<file path="src/rtl/dm_mmio.sv">
// -----------------------------------------------------------------------------
// dm_mmio : data-memory responder for the single-cycle core.
//
// Word-addressed RAM at the bottom of the address space plus a four-register
// peripheral window at MMIO_BASE:
//   +0x0 CYCLE  : free-running 32-bit cycle counter (writable)
//   +0x4 LED    : 16-bit LED register
//   +0x8 TXDATA : write pushes a byte into the TX FIFO, reads 0
//   +0xC STATUS : {24'b0, count[3:0], 1'b0, ovf, full, empty}; write bit 2 clears ovf
// Loads are combinational from pre-edge state; stores land on the rising edge.
//
// Ports:
//   clk        clock, all state updates on rising edge
//   rst        synchronous active-high reset
//   MemWrite   store strobe from the core
//   addr       byte address (addr[1:0] ignored)
//   writedata  store data
//   readdata   load data, combinational
//   led        LED register
//   tx_data    TX FIFO head byte
//   tx_valid   TX FIFO non-empty
//   tx_ready   sink accepts the head byte this cycle
// -----------------------------------------------------------------------------
module dm_mmio #(
  parameter int          RAM_WORDS  = 128,
  parameter int          FIFO_DEPTH = 4,
  parameter logic [31:0] MMIO_BASE  = 32'h0000_7F00
) (
  input  logic        clk,
  input  logic        rst,
  input  logic        MemWrite,
  input  logic [31:0] addr,
  input  logic [31:0] writedata,
  output logic [31:0] readdata,
  output logic [15:0] led,
  output logic [7:0]  tx_data,
  output logic        tx_valid,
  input  logic        tx_ready
);

  localparam int          AW        = $clog2(RAM_WORDS);
  localparam int          PW        = $clog2(FIFO_DEPTH);
  localparam int          CW        = PW + 1;
  localparam logic [31:0] RAM_BYTES = 32'(4 * RAM_WORDS);

  typedef enum logic [1:0] {
    REG_CYCLE  = 2'd0,
    REG_LED    = 2'd1,
    REG_TXDATA = 2'd2,
    REG_STATUS = 2'd3
  } mmio_reg_e;

  // ---------------------------------------------------------------------------
  // Address decode
  // ---------------------------------------------------------------------------
  logic          sel_ram;
  logic          sel_mmio;
  mmio_reg_e     reg_sel;
  logic [AW-1:0] ram_idx;

  assign sel_ram  = (addr < RAM_BYTES);
  assign sel_mmio = (addr[31:4] == MMIO_BASE[31:4]);
  assign reg_sel  = mmio_reg_e'(addr[3:2]);
  assign ram_idx  = addr[AW+1:2];

  // Reset masks every store, including the RAM write.
  logic we_ram, we_cycle, we_led, we_tx, we_status;

  assign we_ram    = MemWrite & ~rst & sel_ram;
  assign we_cycle  = MemWrite & ~rst & sel_mmio & (reg_sel == REG_CYCLE);
  assign we_led    = MemWrite & ~rst & sel_mmio & (reg_sel == REG_LED);
  assign we_tx     = MemWrite & ~rst & sel_mmio & (reg_sel == REG_TXDATA);
  assign we_status = MemWrite & ~rst & sel_mmio & (reg_sel == REG_STATUS);

  // Byte-offset bits are architecturally ignored.
  logic unused_addr_bits;
  assign unused_addr_bits = ^addr[1:0];

  // ---------------------------------------------------------------------------
  // RAM
  // ---------------------------------------------------------------------------
  logic [31:0] ram [RAM_WORDS];

  // NOTE: storage arrays carry no reset; clearing them would turn the RAM into
  // a flop bank. Software must write a word before it reads it.
  always_ff @(posedge clk) begin
    if (we_ram) ram[ram_idx] <= writedata;
  end

  // ---------------------------------------------------------------------------
  // TX FIFO
  // ---------------------------------------------------------------------------
  logic [7:0]    fifo [FIFO_DEPTH];
  logic [PW-1:0] rd_ptr, wr_ptr;
  logic [CW-1:0] count;
  logic          ovf;
  logic          full, empty, pop, push;

  assign full     = (count == CW'(FIFO_DEPTH));
  assign empty    = (count == '0);
  assign tx_valid = ~empty;
  assign tx_data  = fifo[rd_ptr];
  assign pop      = tx_valid & tx_ready;
  // A full FIFO still takes a byte when the head leaves in the same cycle.
  assign push     = we_tx & (~full | pop);

  always_ff @(posedge clk) begin
    if (push) fifo[wr_ptr] <= writedata[7:0];
  end

  // ---------------------------------------------------------------------------
  // Control registers
  // ---------------------------------------------------------------------------
  logic [31:0] cycle;

  // NOTE: sequential state uses non-blocking assignments so every register
  // samples pre-edge values regardless of statement order.
  always_ff @(posedge clk) begin
    if (rst) begin
      cycle  <= '0;
      led    <= '0;
      rd_ptr <= '0;
      wr_ptr <= '0;
      count  <= '0;
      ovf    <= 1'b0;
    end else begin
      if (we_cycle) cycle <= writedata;
      else          cycle <= cycle + 32'd1;

      if (we_led) led <= writedata[15:0];

      if (push) wr_ptr <= wr_ptr + PW'(1);
      if (pop)  rd_ptr <= rd_ptr + PW'(1);

      case ({push, pop})
        2'b10:   count <= count + CW'(1);
        2'b01:   count <= count - CW'(1);
        default: count <= count;
      endcase

      // A dropped byte and an ovf clear cannot share a cycle (one port).
      if (we_status && writedata[2]) ovf <= 1'b0;
      else if (we_tx && !push)       ovf <= 1'b1;
    end
  end

  // ---------------------------------------------------------------------------
  // Read mux
  // ---------------------------------------------------------------------------
  logic [3:0] count_disp;

  assign count_disp = (32'(count) > 32'd15) ? 4'hF : 4'(count);

  // NOTE: readdata gets a default before the decode so no path leaves it
  // unassigned, which would otherwise infer a latch.
  always_comb begin
    readdata = '0;
    if (sel_ram) begin
      readdata = ram[ram_idx];
    end else if (sel_mmio) begin
      case (reg_sel)
        REG_CYCLE:  readdata = cycle;
        REG_LED:    readdata = {16'b0, led};
        REG_TXDATA: readdata = '0;
        REG_STATUS: readdata = {24'b0, count_disp, 1'b0, ovf, full, empty};
        default:    readdata = '0;
      endcase
    end
  end

endmodule

</file>
<file path="config.mk">
export PLATFORM = sky130hd
export DESIGN_NAME = dm_mmio
export DESIGN_NICKNAME = d
export VERILOG_FILES = /design/src/rtl/dm_mmio.sv
export SDC_FILE = /design/constraint.sdc
export NUM_CORES = 2
export LEC_CHECK = 0
export BUFFER_PORTS_ARGS = -buffer_cell sky130_fd_sc_hd__buf_4
export CAP_MARGIN = 20
export CORE_MARGIN = 4
export CORE_UTILIZATION = 57
export CTS_CLUSTER_SIZE = 30
export DETAILED_ROUTE_END_ITERATION = 16
export GPL_ROUTABILITY_DRIVEN = 0
export GPL_TIMING_DRIVEN = 1
export PLACE_DENSITY = 0.76
export SLEW_MARGIN = 0
export SYNTH_ARGS = -nofsm -noshare
export SYNTH_HDL_FRONTEND = slang
export SYNTH_MEMORY_MAX_BITS = 65536
export SYNTH_SLANG_ARGS = --single-unit
</file>
<file path="constraint.sdc">
create_clock -name clk -period 4.05 [get_ports clk]
set_clock_uncertainty 0.15 [all_clocks]
set_input_delay 0.6075 -clock clk [delete_from_list [all_inputs] [get_ports clk]]
set_output_delay 0.6075 -clock clk [all_outputs]
set_load 0.1 [all_outputs]
</file>
==> results.py <==
metrics = {
    "place": {
        "port_buffers": 122,
        "dp.cells": 13060,
        "dp_hpwl_um": 303900,
    },
    "detailed_routing": {
        "ant_nets": 0,
        "first_pass_iters": 9,
        "wirelength_um": 518500,
        "vias": 99490,
        "routedWlPerCell_um": 37.18,
        "drtIter0Drc": 17690,
        "drt-vias-per-instance": 7.135,
        "post-route-drc-count": 0,
    },
    "grt": {
        "grt_pass1_vias": 96630,
        "grt.total_usage_pct": 34.46,
        "grt-ovfl-total": 0,
        "grt_antenna_before_repair": 17,
        "grt_max_degree": 130,
        "grt_pass1_wl_um": 720700,
    },
    "synth": {
        "async_reset_ff_share_pct": 0,
        "ys_types": 72,
        "synth.yosys.seq_area_share_pct": 77.05,
        "syn-num-nets": 8661,
        "synthesis.area_mm2": 0.1624,
        "synthesis.instances": 8587,
        "yosys.area.top_type_share_pct": 76.33,
        "yosys.area.top_type": "edfxtp_1",
        "synth-edff-count": 4128,
        "synth_seq_cells": 4186,
        "synth_area_leaders": "edfxtp_1 76%, mux4_2 7.3%, mux2i_1 3.2%",
        "avgSynthCellArea_um2": 18.91,
        "synth_ff_type": "edfxtp_1",
        "yosysMostFrequentCell": "edfxtp_1",
        "ys_warn_count": 0,
        "yosys-top-cells-count": "4128 x edfxtp_1, 526 x mux2i_1, 523 x mux4_2",
    },
    "sta": {
        "fmax_ghz": 0.2187,
        "setup_viol": 32,
        "maxSlewHeadroom_pct": 18.10,
        "fin_crit_ns": 4.573,
        "tns_ns": -8.406,
        "worst_pin_slew_ns": 1.228,
        "fin_crit_sh_pct": 112.9,
        "holdWs_ns": 0.05793,
        "postLayoutSetupSlackWorst_ns": -0.5233,
        "drv_slew": 0,
        "rsz0062_at_grt": "yes",
        "hold_viol_final": 0,
    },
    "flow_run": {
        "cap_violations": 0,
    },
    "min_path": {
        "min_path_type": "primary input to flop",
    },
    "floorplan": {
        "start_util_pct": 57.38,
        "die-area_mm2": 0.2935,
        "die_x_um": 541.8,
        "core_area_mm2": 0.2830,
        "ios": 125,
        "die_y_um": 541.8,
        "fp-row-count": 195,
    },
    "status": {
        "status": "finished, violations left",
        "violations": "setup timing",
    },
    "pwr": {
        "irDropWorstVdd_mv": 0.3674,
        "internal_power_w": 0.07072,
        "leakagePower_nw": 64.67,
        "clkPwrFrac_pct": 40.8,
        "combinationalPowerShare_pct": 7.0,
        "netSwitchingPower_w": 0.02037,
        "p_per_area_mw_per_mm2": 457.1,
        "total_power_w": 0.09109,
        "switching_share_pct": 22.36,
        "power_frac_seq_pct": 52.2,
    },
    "worst_setup_path": {
        "crit_arrival_ns": 3.82,
        "critPathRequiredTime_ns": 3.29,
        "max_stage_delay_ns": 0.63,
        "path_max_fanout": 1,
        "crit_path_cell_trace": "mux4_2 > nor2_2 > nor2_1 > or4_4 > a2111oi_4 > buf_4 > o21ai_2 > buf_12",
        "end_kind": "output port",
        "crit_type": "flop to output port",
        "critPathLaunchType": "flop",
        "crit_path_top_delay_cell": "or4_4",
    },
    "finish": {
        "layout-drive-gt1-share_pct": 31.28,
        "stdcell_count": 13940,
        "finish.net_count": 9940,
        "area_growth_pct": 22.72,
    },
    "clocking": {
        "htreeDepth": 5,
        "clk_latency_ns": 0.98,
        "root_buffer": "clkbuf_16",
        "clock_path_buffers": 4,
        "clkTransAtPathRegs_ns": 0.06,
        "cts_tree": "yes",
        "cts_sinks": 4186,
        "cts_buffers": 403,
    },
}
## final cells by class
class	instances	area [um^2]
Multi-Input combinational cell	3781	39500
Antenna cell	10	25.02
Clock inverter	230	2290
Inverter	8	37.54
Sequential cell	4186	125100
Clock buffer	500	10580
Tap cell	3743	4683
Timing Repair Buffer	1486	17060
Fill cell	15640	83730
## power by group through the flow
stage | sequential [W] | clock [W] | combinational [W]
after detailed placement | 0.0485 | 0 | 0.00529
after global placement | 0.0485 | 0 | 0.00515
after floorplan | 0.0485 | 0 | 0.00212
after CTS | 0.0476 | 0.0370 | 0.00586
final | 0.0476 | 0.0372 | 0.00633
after global routing | 0.0475 | 0.0391 | 0.00641
## stage by stage
step | util (%) | worst slack (ns) | area [um^2]
after global placement | 63.57 | -1.239 | 179900
after global routing | 70.41 | -0.4569 | 199300
after CTS | 69.83 | -0.4482 | 197600
after floorplan | - | -0.3933 | 162800
final | 70.42 | -0.5233 | 199300
after detailed placement | 63.57 | -1.224 | 179900
## logic make-up after synthesis
group / after synthesis / share of synthesized area (%)
XOR/XNOR: 34 / 0.1834
AO/OA/AOI/OAI: 1659 / 7.065
AND/OR/NAND/NOR: 979 / 3.165
buffers and inverters: 620 / 1.621
multiplexers: 1103 / 10.87
adder cells (fa/ha/maj): 6 / 0.05085
flip-flops: 4186 / 77.05
## repair_timing
action | in CTS | in global routing
endpoints found under the hold margin | 10 | 0
endpoints found under the setup margin | 32 | 32
hold buffers | 3 | 0
pin swaps | 112 | 100
cloned | 15 | 5
setup buffers | 94 | 50
resized for setup | 618 | 213
## worst max-delay path, delay by kind of cell (launching register included)
family | cells | cell delay [ns]
mux | 1 | 0.53
compound gates | 2 | 0.61
flops | 1 | 0.44
buf+inv | 2 | 0.39
simple gates | 3 | 0.87
## registers in the layout (all words and copies together), names as in the netlist, named ones only
register	cells
ram	4096
cycle	32
fifo	32
led	16
count	3
rd_ptr	2
wr_ptr	2
ovf	1
## cells in the final DEF (no fill, tap or decap), types with 68 or more instances in the layout
master / n
a21oi_1: 468
buf_12: 363
buf_4: 940
buf_6: 121
clkbuf_1: 91
clkbuf_16: 415
clkinv_1: 80
clkinv_2: 75
edfxtp_1: 4128
mux2i_1: 521
mux4_2: 523
nand2_1: 105
nand3_1: 337
nand3b_1: 117
nor2_1: 104
nor2_4: 130
o22ai_1: 246
o22ai_2: 102
o22ai_4: 68
o2bb2ai_1: 358
## layer usage
metal	wire length, um	GRT usage, %
met5	109	0
met4	34360	18.76
met3	76620	10.36
met2	240200	52.76
met1	167200	44.75
## final timing paths
check / from / to / slack [ns] / cells past startpoint
max: ram[124][26] / readdata[26] / -0.52 / 8
min: writedata[11] / ram[28][11] / 0.06 / 1
max reg2reg: count[2] / count[2] / 1.45 / 7
min reg2reg: led[12] / led[12] / 0.33 / 2
(Power assumes the default switching activity.)
